<file path="config.mk">
export PLATFORM = sky130hd
export DESIGN_NAME = brush_writer_flat
export DESIGN_NICKNAME = d
export VERILOG_FILES = /design/src/rtl/brush_writer_if.sv /design/src/rtl/brush_writer.sv /design/src/flat_wrapper.sv
export SDC_FILE = /design/constraint.sdc
export NUM_CORES = 1
export LEC_CHECK = 0
export ABC_AREA = 1
export BUFFER_PORTS_ARGS = -buffer_cell sky130_fd_sc_hd__buf_2
export CAP_MARGIN = 20
export CORE_MARGIN = 4
export CORE_UTILIZATION = 57
export DETAILED_ROUTE_END_ITERATION = 8
export GPL_TIMING_DRIVEN = 0
export HOLD_SLACK_MARGIN = 0.1
export PLACE_DENSITY_LB_ADDON = 0.05
export SYNTH_ARGS = -nofsm -noshare
export SYNTH_HDL_FRONTEND = slang
export SYNTH_SLANG_ARGS = --single-unit
</file>
<file path="constraint.sdc">
create_clock -name clock -period 5.09 [get_ports clock]
set_input_delay 0.7635 -clock clock [delete_from_list [all_inputs] [get_ports clock]]
set_output_delay 0.7635 -clock clock [all_outputs]
set_load 0.05 [all_outputs]
</file>
<file path="src/rtl/brush_writer_if.sv">
// Avalon-MM write-only bus between brush_writer and the SDRAM controller.
// Byte-enabled 32-bit writes, stalled by waitrequest.
interface brush_writer_if;
    logic [23:0] mem_address;
    logic        mem_write;
    logic [31:0] mem_writedata;
    logic [3:0]  mem_byteenable;
    logic        mem_waitrequest;

    modport master (
        output mem_address,
        output mem_write,
        output mem_writedata,
        output mem_byteenable,
        input  mem_waitrequest
    );

    modport slave (
        input  mem_address,
        input  mem_write,
        input  mem_writedata,
        input  mem_byteenable,
        output mem_waitrequest
    );
endinterface

</file>
<file path="src/rtl/brush_writer.sv">
// Paints a clipped square brush of particle cells into a byte-per-cell screen
// buffer, one byte-enabled 32-bit Avalon write per word touched, row by row.
module brush_writer #(
    parameter int WIDTH     = 640,
    parameter int HEIGHT    = 480,
    parameter int ROW_BYTES = 640
) (
    input  logic                 clock,
    input  logic                 reset,
    input  logic                 start,
    input  logic                 target,
    input  logic [31:0]          screen_a_ptr,
    input  logic [31:0]          screen_b_ptr,
    input  logic [10:0]          write_x,
    input  logic [9:0]           write_y,
    input  logic [1:0]           write_t,
    input  logic [1:0]           write_radius,
    brush_writer_if.master       mem,
    output logic                 busy,
    output logic                 done
);

    localparam logic [10:0] WIDTH_L     = 11'(WIDTH);
    localparam logic [10:0] HEIGHT_L    = 11'(HEIGHT);
    localparam logic [9:0]  XMAX_L      = 10'(WIDTH - 1);
    localparam logic [9:0]  YMAX_L      = 10'(HEIGHT - 1);
    localparam logic [23:0] ROW_BYTES_L = 24'(ROW_BYTES);

    typedef enum logic [2:0] {
        S_IDLE,
        S_CLIP,
        S_ROW,
        S_WRITE,
        S_FIN
    } state_t;

    state_t      state_q, state_d;

    logic [9:0]  cx_q, cy_q;
    logic [1:0]  r_q;
    logic [1:0]  type_q;
    logic [23:0] base_q;
    logic [9:0]  x0_q, x1_q, y1_q, row_q;
    logic [7:0]  word_q;
    logic [23:0] rowbase_q;

    logic [3:0]  be_w;
    logic [9:0]  cell_w;
    logic        last_word_w;
    logic        accept_w;

    logic        unused_ok;
    assign unused_ok = ^{screen_a_ptr[31:24], screen_b_ptr[31:24], write_x[0]};

    // Guarded subtraction so the low bound saturates at 0 instead of wrapping.
    function automatic logic [9:0] clip_lo(input logic [9:0] c, input logic [1:0] r);
        clip_lo = (c < {8'd0, r}) ? 10'd0 : c - {8'd0, r};
    endfunction

    function automatic logic [9:0] clip_hi(input logic [9:0] c, input logic [1:0] r,
                                           input logic [9:0] lim);
        logic [10:0] s;
        s       = {1'b0, c} + {9'd0, r};
        clip_hi = (s > {1'b0, lim}) ? lim : s[9:0];
    endfunction

    always_comb begin
        be_w   = '0;
        cell_w = '0;
        for (int i = 0; i < 4; i++) begin
            cell_w  = {word_q, 2'b00} | 10'(i);
            be_w[i] = (cell_w >= x0_q) && (cell_w <= x1_q);
        end
    end

    assign last_word_w = ({1'b0, word_q, 2'b00} + 11'd3) >= {1'b0, x1_q};
    assign accept_w    = (state_q == S_WRITE) && !mem.mem_waitrequest;

    always_ff @(posedge clock or posedge reset) begin
        if (reset) state_q <= S_IDLE;
        else       state_q <= state_d;
    end

    always_comb begin
        state_d            = state_q;
        busy               = 1'b0;
        done               = 1'b0;
        mem.mem_write      = 1'b0;
        mem.mem_address    = '0;
        mem.mem_writedata  = '0;
        mem.mem_byteenable = '0;
        case (state_q)
            S_IDLE: begin
                if (start) state_d = S_CLIP;
            end
            S_CLIP: begin
                busy = 1'b1;
                if ({1'b0, cx_q} >= WIDTH_L || {1'b0, cy_q} >= HEIGHT_L) state_d = S_FIN;
                else                                                     state_d = S_ROW;
            end
            S_ROW: begin
                busy    = 1'b1;
                state_d = S_WRITE;
            end
            S_WRITE: begin
                busy               = 1'b1;
                mem.mem_write      = 1'b1;
                mem.mem_address    = rowbase_q + {14'd0, word_q, 2'b00};
                mem.mem_writedata  = {4{6'b0, type_q}};
                mem.mem_byteenable = be_w;
                if (!mem.mem_waitrequest && last_word_w) begin
                    if (row_q < y1_q) state_d = S_ROW;
                    else              state_d = S_FIN;
                end
            end
            S_FIN: begin
                done    = 1'b1;
                state_d = S_IDLE;
            end
            default: state_d = S_IDLE;
        endcase
    end

    // Datapath registers carry no reset; each is loaded before it is consumed.
    always_ff @(posedge clock) begin
        case (state_q)
            S_IDLE: begin
                if (start) begin
                    cx_q   <= write_x[10:1];
                    cy_q   <= write_y;
                    r_q    <= write_radius;
                    type_q <= write_t;
                    base_q <= target ? screen_b_ptr[23:0] : screen_a_ptr[23:0];
                end
            end
            S_CLIP: begin
                x0_q  <= clip_lo(cx_q, r_q);
                x1_q  <= clip_hi(cx_q, r_q, XMAX_L);
                row_q <= clip_lo(cy_q, r_q);
                y1_q  <= clip_hi(cy_q, r_q, YMAX_L);
            end
            S_ROW: begin
                word_q    <= x0_q[9:2];
                rowbase_q <= base_q + 24'(row_q) * ROW_BYTES_L;
            end
            S_WRITE: begin
                if (accept_w) begin
                    if (!last_word_w)       word_q <= word_q + 8'd1;
                    else if (row_q < y1_q)  row_q  <= row_q + 10'd1;
                end
            end
            default: ;
        endcase
    end

endmodule

</file>
<file path="src/flat_wrapper.sv">
// flat-port wrapper written by rule: the top's interface ports become plain ports
module brush_writer_flat 
#(
    parameter int WIDTH     = 640,
    parameter int HEIGHT    = 480,
    parameter int ROW_BYTES = 640
)
  (clock, reset, start, target, screen_a_ptr, screen_b_ptr, write_x, write_y, write_t, write_radius, busy, done, mem_mem_address, mem_mem_write, mem_mem_writedata, mem_mem_byteenable, mem_mem_waitrequest);
  brush_writer_if mem_i ();
  input  logic clock;
  input  logic reset;
  input  logic start;
  input  logic target;
  input  logic [31:0] screen_a_ptr;
  input  logic [31:0] screen_b_ptr;
  input  logic [10:0] write_x;
  input  logic [9:0] write_y;
  input  logic [1:0] write_t;
  input  logic [1:0] write_radius;
  output logic busy;
  output logic done;
  output wire logic [$bits(mem_i.mem_address)-1:0] mem_mem_address;
  output wire logic [$bits(mem_i.mem_write)-1:0] mem_mem_write;
  output wire logic [$bits(mem_i.mem_writedata)-1:0] mem_mem_writedata;
  output wire logic [$bits(mem_i.mem_byteenable)-1:0] mem_mem_byteenable;
  input wire logic [$bits(mem_i.mem_waitrequest)-1:0] mem_mem_waitrequest;
  assign mem_mem_address = mem_i.mem_address;
  assign mem_mem_write = mem_i.mem_write;
  assign mem_mem_writedata = mem_i.mem_writedata;
  assign mem_mem_byteenable = mem_i.mem_byteenable;
  assign mem_i.mem_waitrequest = mem_mem_waitrequest;
  brush_writer #(.WIDTH(WIDTH), .HEIGHT(HEIGHT), .ROW_BYTES(ROW_BYTES)) u_core (.clock(clock), .reset(reset), .start(start), .target(target), .screen_a_ptr(screen_a_ptr), .screen_b_ptr(screen_b_ptr), .write_x(write_x), .write_y(write_y), .write_t(write_t), .write_radius(write_radius), .mem(mem_i), .busy(busy), .done(done));
endmodule
</file>
Word-level counts from Yosys, hierarchy flattened

Index checks and enable logic that the tools add are counted.
Widths: inputs -> output; s select.

Add/sub/neg operators: 9
$mul: 1
Order comparisons: 16
Equality and inequality tests: 10
Mux-type cells: 20
Reduce and logical (&&, ||, !) cells: 16

Operator list:

| cell                  | count |
|---|---|
| $mux 24               | 2 |
| $ge 10x10->1          | 4 |
| $le 10x10->1          | 4 |
| $mux 10               | 4 |
| $mux 26               | 1 |
| $add 24x10->24        | 1 |
| $add 24x20->24        | 1 |
| $add 10x2->11         | 2 |
| $lt 10x2->1           | 2 |
| $pmux 10 s2           | 1 |
| $sub 10x2->10         | 2 |
| $mux 8                | 2 |
| $pmux 8 s2            | 1 |
| $mul 10x3->13 const B | 1 |
| $mux 3                | 4 |
| $pmux 3 s4            | 1 |
| $add 10x2->11 const B | 1 |
| $ge 11x10->1          | 1 |
| $gt 11x10->1 const B  | 1 |
| $gt 11x9->1 const B   | 1 |
| $add 10x1->10 const B | 1 |
| $ge 10x10->1 const B  | 1 |
| $ge 10x9->1 const B   | 1 |
| $lt 10x10->1          | 1 |
| other kinds (17)      | 31 |

Bits in registers: 123
Bits of input ports: 94
Output and inout port bits: 63
Word-level logic and storage cells: 84

Depth between registers and ports, before layout

Gate-level depths: netlist of run 1.

Depth in word-level cells: 5
Gate-level depth with buffers: 17
Depth with buffers taken out: 17

Worst setup path before layout of run 1

No wires, ideal clock.

Path kind: input to register
From: input port start
To: register u_core.base_q[0], enable pin
Library setup time: 513 ps
Data arrival time: 4086 ps
Data required time: 4577 ps
Setup slack: 491 ps
Stages on the path: 2
Path buffers: 0
Cell sequence: inv_1 -> nor3_1

Longest elaborated chain between the ends: 1

Ends and longest elaborated chain:

| item                              | line                | text |
|---|---|---|
| start, declared                   | flat_wrapper.sv:12  | `input logic start;` |
| $reduce_and 2->1 (no source line) | --                  |  |
| end signal, assigned              | brush_writer.sv:133 | `base_q <= target ? screen_b_ptr[23:0] : screen_a_ptr[23:0];` |
| end, declared                     | brush_writer.sv:42  | `logic [23:0] base_q;` |

Every way passes these cells.
A chain may end at the register's enable or synchronous reset.

Final worst setup path of run 1

From: register u_core.row_q[1]
To: register u_core.rowbase_q[17], data pin

Longest elaborated chain between the ends: 2

Ends and longest elaborated chain:

| item                   | line                | text |
|---|---|---|
| start, declared        | brush_writer.sv:43  | `logic [9:0] x0_q, x1_q, y1_q, row_q;` |
| start signal, assigned | brush_writer.sv:139 | `row_q <= clip_lo(cy_q, r_q);` |
| start signal, assigned | brush_writer.sv:149 | `else if (row_q < y1_q) row_q <= row_q + 10'd1;` |
| $mul 10x3->13          | brush_writer.sv:144 | `rowbase_q <= base_q + 24'(row_q) * ROW_BYTES_L;` |
| $add 24x20->24         | brush_writer.sv:144 |  |
| end signal, assigned   | brush_writer.sv:144 |  |
| end, declared          | brush_writer.sv:45  | `logic [23:0] rowbase_q;` |

Every way passes these cells.

==> results of run 1 <==
-- worst paths after layout --
path                                                  from                              to  cells past startpoint
worst max-delay path             u_core.row_q[1]$_DFFE_PP_  u_core.rowbase_q[17]$_DFFE_PP_                     16
worst min-delay path                                 reset   u_core.state_q[0]$_DFFE_PP0P_                      2
worst max register to register   u_core.row_q[1]$_DFFE_PP_  u_core.rowbase_q[17]$_DFFE_PP_                     16
worst min register to register  u_core.base_q[0]$_DFFE_PP_   u_core.rowbase_q[0]$_DFFE_PP_                      0
max in group asynchronous                            reset   u_core.state_q[2]$_DFFE_PP0P_                      2
min in group clock              u_core.base_q[0]$_DFFE_PP_   u_core.rowbase_q[0]$_DFFE_PP_                      0
-- final cells by class --
type | count | share of cell area [%]
multi-input cells | 753 | 42.1
clock inverters | 15 | 2.01
flip-flops and latches | 123 | 34.8
plain buffers | 40 | 2.60
inverters | 160 | 5.69
well taps | 211 | 2.50
clock buffers | 17 | 4.03
repair buffers | 120 | 6.20
-- metal layers --
layer	share of wire [%]	up-vias	GRT usage, %
met5	0	-	0
met1	46	3324	30.2
met3	5.2	32	4.52
li1	-	3791	-
met2	47	205	37.8
met4	1.8	0	6.18
-- Yosys cell counts (all sizes together) (2+ instances only) --
library cell	n
a21o	3
a21oi	59
a22oi	2
a31oi	2
buf	37
clkbuf	3
clkinv	2
dfrtp	3
edfxtp	120
fa	7
ha	75
inv	158
mux2	24
nand2	240
nand3	66
nand4	17
nor2	103
nor3	17
nor4	6
o211ai	2
o21ai	55
o22ai	5
xnor2	7
xor2	32
-- cells by family (layout without fill, tap and decap cells) --
group / count (synthesis) / after routing / share of synthesized area (%)
buffers and inverters: 200 / 352 / 9.83
adders and majority gates: 82 / 82 / 12.1
and+or+nand+nor: 451 / 451 / 21.8
xor gates and xnor gates: 39 / 39 / 3.84
other: 1 / 25 / 0.0421
AOI/OAI and AO/OA: 132 / 132 / 8.02
DFF: 123 / 123 / 41.3
muxes: 24 / 24 / 3.04
-- worst max-delay path: cells and delay by family, from the launching register on --
| kind | cells | cell delay (ps) |
|---|---|---|
| fa+ha+maj | 4 | 1360 |
| flops | 1 | 530 |
| compound gates | 5 | 850 |
| buf+inv | 1 | 70 |
| simple gates | 4 | 370 |
| xor+xnor | 2 | 340 |
-- registers in the layout, summed over array words and instances (netlist names) --
register,count
u_core.x1_q,10
u_core.word_q,8
u_core.cy_q,10
u_core.x0_q,10
u_core.y1_q,10
u_core.rowbase_q,24
u_core.state_q,3
u_core.r_q,2
u_core.type_q,2
u_core.row_q,10
u_core.base_q,24
u_core.cx_q,10
-- metrics by stage --
step | hold WS, ps | setup WS (ps) | cells
final | 202 | 1330 | 1439
after global placement | 403 | -1700 | 1401
after CTS | 189 | 1370 | 1438
after detailed placement | 407 | 1430 | 1406
after global routing | 202 | 1130 | 1439
after floorplan | 400 | 491 | 1076
-- power groups by stage --
| stage | Combinational, W | Sequential (W) | Clock [W] |
|---|---|---|---|
| finish | 0.00380 | 0.00195 | 0.00132 |
| global route | 0.00430 | 0.00199 | 0.00138 |
| CTS | 0.00379 | 0.00195 | 0.00133 |
| detailed placement | 0.00374 | 0.00197 | 0 |
| global placement | 0.00363 | 0.00199 | 0 |
| floorplan | 0.00292 | 0.00189 | 0 |
==> impl_metrics.ini, run 1 <==
[outcome]
status = finished, final reports clean

[clock_network]
post_cts_buffers = 0
tritoncts.num_buffers = 17
cts_hold_repair.buffers = 0
cts.path.max_buffers = 2
ctsHtreeMaxLevel = 4
worstSkewPairLatency_ps = 420
clkSlewWorstSetupHoldPaths_ps = 60
cts_tree = done
clk_root_buffer_cell = sky130_fd_sc_hd__clkbuf_16
post_cts.resized_instances = 0
cts.sink_count = 123

[global_routing]
grt_max_degree = 33
globalRouteOverflowTotal = 0
globalRouteTotalUtil_pct = 22.6
first_pass_grt_wire_length_um = 32400
grt_pass1_vias = 6800
grt_antenna_before_repair = 0

[timing]
hold_viol = 0
skew_ps = 8.76
worst_slew_pin_slew_ps = 917
finalSetupTns_ps = 0
setup_violations = 0
slew_headroom_pct = 38.7
final_critical_path_time_including_i_o_delays_and_setup_ps = 3760
min_period_over_period_pct = 73.9
slew_viol_final = 0
max_clock_freq_mhz = 266
grt_setup_unrepaired = false

[setup_path]
critical_path_class = reg -> reg
setup.reg_to_reg.worst_slack_ps = 1330
worst_path_largest_cell_delay_ps = 530
worstSetupEndpointType = register
worst_ep_required_time_ps = 5250
cp.arrival_ps = 3930
critical_path.slowest_cell = sky130_fd_sc_hd__edfxtp_1
crit_path_start_kind = register
maximum_fanout_count_along_the_critical_path = 7
critical_path.cell_chain = ha_1 -> ha_1 -> fa_1 -> nand3_1 -> nand3_1 -> nand2_1 -> nand2_1 -> a21oi_1 -> xor2_1 -> inv_1 -> ha_1 -> a21oi_1 -> o21ai_0 -> a21oi_1 -> o21ai_0 -> xor2_1

[pwr]
power.internal_w = 0.00384
p_leak_nw = 5.13
clock_power_share_pct = 18.6
comb_power_share_pct = 53.8
report.power.total_w = 0.00707
seqPwrFrac_pct = 27.6
peakVddDrop_mv = 0.459
p_sw_share_pct = 45.7
power.net_switching_w = 0.00323
pwr_dens_nw_per_um2 = 669

[synth]
post_synthesis_area_per_instance_sq_um = 8.46
cell_count_after_synthesis = 1052
synth_enable_flop_cells = 120
yosysSeqAreaShare_pct = 41.3
synth_area_leaders = sky130_fd_sc_hd__edfxtp_1, sky130_fd_sc_hd__ha_1, sky130_fd_sc_hd__nand2_1, sky130_fd_sc_hd__inv_1, sky130_fd_sc_hd__nor2_1
synth_top_area_share_pct = 40.5
synthFlopType = sky130_fd_sc_hd__edfxtp_1
ys.warnings.count = 0
netlist_area_sq_um = 8900
ys_ff_latch = 123
ys_types = 42
asyncSetResetFlopFracSynth_pct = 2.44
yosys.area.top_type = sky130_fd_sc_hd__edfxtp_1

[layout]
final_common_cell = sky130_fd_sc_hd__nand2_1
seq_area_sq_um = 3680
number_of_nets_in_the_finished_design = 1391
post_route_cell_area_sq_um = 10600
most-common-layout-cells = sky130_fd_sc_hd__nand2_1, sky130_fd_sc_hd__inv_1, sky130_fd_sc_hd__buf_2, sky130_fd_sc_hd__edfxtp_1, sky130_fd_sc_hd__nor2_1
finalCoreUtilization_pct = 69.2
fill_cells = 1272
final_layout_size_suffix_gt1_share_pct = 19.5
syn2layout_area_growth_pct = 18.7
n_antenna_cell = 0
multi_input_gate_area_sq_um = 4450

[worst_hold_path]
hold_path_class = in -> async

[floorplan]
core_region_area_sq_um = 15300
die_footprint_sq_um = 17700
die_height_um = 133
row_count = 45
die_x_um = 133
initial_utilization_pct = 58.3
number_of_top_level_pins = 157

[drt]
total_iterations_of_the_first_detailed_routing_run = 7
drt_first_iter_violations = 493
drcViolationCount = 0
antenna_left = 0
routedWlPerCell_um = 13.8
finalWirelength_um = 19900
number_of_vias_per_cell = 5.11
total_number_of_vias = 7352

[run]
max_cap_viols = 0

[placement]
postPlaceCellArea_sq_um = 9910
detailedPlacementHpwl_um = 15700
portBuffers = 114
gp_congestion = 0.883
No activity file was read; power rests on OpenSTA's default activity.
==> inputs of run 2 (changes only) <==
- CORE_UTILIZATION: 57 -> 52
- clock period: 5.09 -> 3 ns (I/O delays scaled with it)
==> run 2 against run 1 <==
Highest routed layer unchanged; design area rose by 5.8%; critical path type unchanged; the flow now finishes with violations (negative setup slack); via count rose by 1.2%; critical path depth fell by 1; sequential share of layout area fell by 1.9 points; power rose by 93%; clock skew fell by 1.1 ps; clock power rose by 39%; first-iteration DRC count fell by 15%; non-clock buffer count rose by 32; register-to-register slack got worse by 1400 ps; sequential cell count did not move.
==> impl_metrics.ini, run 2 (synthesis gave the netlist of run 1 again) <==
[drt]
routedWlPerCell_um = 14.1
total_iterations_of_the_first_detailed_routing_run = 5
number_of_vias_per_cell = 5.04
antenna_left = 0
drt_first_iter_violations = 420
drcViolationCount = 0
finalWirelength_um = 20900
total_number_of_vias = 7442

[global_routing]
globalRouteOverflowTotal = 0
globalRouteTotalUtil_pct = 21.2
grt_max_degree = 33
grt_pass1_vias = 6916
grt_antenna_before_repair = 0
first_pass_grt_wire_length_um = 33200

[floorplan]
die_height_um = 139
initial_utilization_pct = 53.3
die_x_um = 139
core_region_area_sq_um = 16700
die_footprint_sq_um = 19300
number_of_top_level_pins = 157
row_count = 47

[timing]
worst_slew_pin_slew_ps = 860
max_clock_freq_mhz = 321
min_period_over_period_pct = 104
finalSetupTns_ps = -547
slew_headroom_pct = 42.7
worst_case_setup_margin_in_the_final_layout_ps = -120
slew_viol_final = 0
final_critical_path_time_including_i_o_delays_and_setup_ps = 3120
grt_setup_unrepaired = true
skew_ps = 7.67
setup_violations = 7
hold_viol = 0

[outcome]
status = finished, violations left
violations_in_the_final_reports = negative setup slack

[setup_path]
worstSetupEndpointType = register
critical-path-top-delay-family = adder cells
cp.buffers_inverters = 1
cp_num_cells = 15
crit_path_start_kind = register
critical_path_class = reg -> reg
worst-r2r-cell-count = 15
maximum_fanout_count_along_the_critical_path = 4
critical_path.cell_chain = ha_4 -> ha_4 -> fa_2 -> nand3_2 -> nand3_2 -> nand4_1 -> o211ai_1 -> xor2_2 -> ha_4 -> nand2_2 -> inv_1 -> a31oi_2 -> nand2_1 -> nand2_1 -> nand2_1
worst_ep_required_time_ps = 3160
critical_path.slowest_cell = sky130_fd_sc_hd__edfxtp_1
worst_path_largest_cell_delay_ps = 450
cp.arrival_ps = 3280

[layout]
number_of_nets_in_the_finished_design = 1423
n_antenna_cell = 0
most-common-layout-cells = sky130_fd_sc_hd__nand2_1, sky130_fd_sc_hd__inv_1, sky130_fd_sc_hd__edfxtp_1
final_common_cell = sky130_fd_sc_hd__nand2_1
non_filler_instance_count_after_layout = 1478
final_layout_size_suffix_gt1_share_pct = 26.3
syn2layout_area_growth_pct = 25.5
top_regs = u_core.base_q (24), u_core.rowbase_q (24)
finalCoreUtilization_pct = 66.9
fill_cells = 1392

[worst_hold_path]
worstHoldPathCells = 1
hold_path_class = in -> reg

[clock_network]
clk_root_buffer_cell = sky130_fd_sc_hd__clkbuf_16
worstSkewPairLatency_ps = 420
cts.path.max_buffers = 2
cts_tree = done
clkSlewWorstSetupHoldPaths_ps = 60
ctsHtreeMaxLevel = 4
tritoncts.num_buffers = 17
cts.sink_count = 123

[placement]
portBuffers = 114
placed_cells_incl_taps = 1414
gp_congestion = 0.875
detailedPlacementHpwl_um = 15700

[pwr]
p_leak_nw = 5.26
clock_power_share_pct = 13.4
pwr_dens_nw_per_um2 = 1220
p_sw_share_pct = 46.2
power.net_switching_w = 0.00631
comb_power_share_pct = 62.6
seqPwrFrac_pct = 24.0
power.internal_w = 0.00734
peakVddDrop_mv = 1.28

[run]
max_cap_viols = 0
## run 2: cell types whose count changed in the layout (fill, tap and decap cells not counted), sizes merged
| cell | delta |
|---|---|
| clkinv | +4 |
| clkbuf | +6 |
| bufinv | -3 |
| inv | -6 |
| dlygate4sd3 | +1 |
| buf | +28 |
## run 2: timing repair
| action | 4_1_cts | 5_1_grt |
|---|---|---|
| pin swaps | 23 | 19 |
| buffers inserted | 20 | 15 |
| endpoints found under the setup margin | 20 | 35 |
| hold endpoints to repair | 3 | 0 |
| hold buffers | 1 | 0 |
| resized for setup | 51 | 55 |
## run 2: area by class of cell
class                   count  area, sq um  share of cell area [%]
multi-input cells         753         4860                    43.6
inverters                 160          601                    5.38
well taps                 220          275                    2.46
repair buffers            153          963                    8.63
clock inverters            10         78.8                   0.706
clock buffers              20          437                    3.91
flip-flops and latches    123         3680                    32.9
plain buffers              39          270                    2.42
## run 2: per-stage QoR
stage               hold slack (ps)  total power (W)  cell area [sq um]  setup slack, ps
floorplan                       204          0.00825               9010             10.4
global placement                346          0.00970               9860            -1080
detailed placement              355          0.00982               9940             -369
CTS                             187           0.0129              10900             -102
global route                    186           0.0148              11200             -279
finish                          202           0.0136              11200             -120
## run 2: path summary, 6_finish.rpt
path                                            start                        endpoint  slack, ps
min in group asynchronous                       reset   u_core.state_q[2]$_DFFE_PP0P_        470
min reg2reg                u_core.base_q[0]$_DFFE_PP_   u_core.rowbase_q[0]$_DFFE_PP_        420
max                         u_core.row_q[3]$_DFFE_PP_  u_core.rowbase_q[20]$_DFFE_PP_       -120
max reg2reg                 u_core.row_q[3]$_DFFE_PP_  u_core.rowbase_q[20]$_DFFE_PP_       -120
max in group asynchronous                       reset   u_core.state_q[1]$_DFFE_PP0P_       2390
min                                        write_y[8]        u_core.cy_q[8]$_DFFE_PP_        200
## run 2: per-layer routing
| layer | vias to the layer above | global-route usage (%) | part of all wire (%) |
|---|---|---|---|
| met5 | - | 0 | 0 |
| met4 | 0 | 5.92 | 1.4 |
| met3 | 25 | 4.83 | 5.2 |
| met2 | 187 | 35.0 | 48 |
| met1 | 3384 | 28.2 | 45 |
| li1 | 3846 | - | - |
## run 2: power by group through the flow
| stage | combinational, W | sequential (W) | clock [W] |
|---|---|---|---|
| 2_1_floorplan | 0.00505 | 0.00320 | 0 |
| 4_1_cts | 0.00779 | 0.00327 | 0.00186 |
| 5_1_grt | 0.00947 | 0.00334 | 0.00195 |
| 6_report | 0.00854 | 0.00328 | 0.00183 |
| 3_3_place_gp | 0.00632 | 0.00338 | 0 |
| 3_5_place_dp | 0.00647 | 0.00336 | 0 |
## run 2: worst register-to-register path: cells and delay by family (launching register included)
kind	cells	cell delay (ps)
adders and majority gates	4	1080
AOI/OAI and AO/OA	2	330
buffers and inverters	1	80
DFF	1	450
xor gates and xnor gates	1	330
and+or+nand+nor	7	580
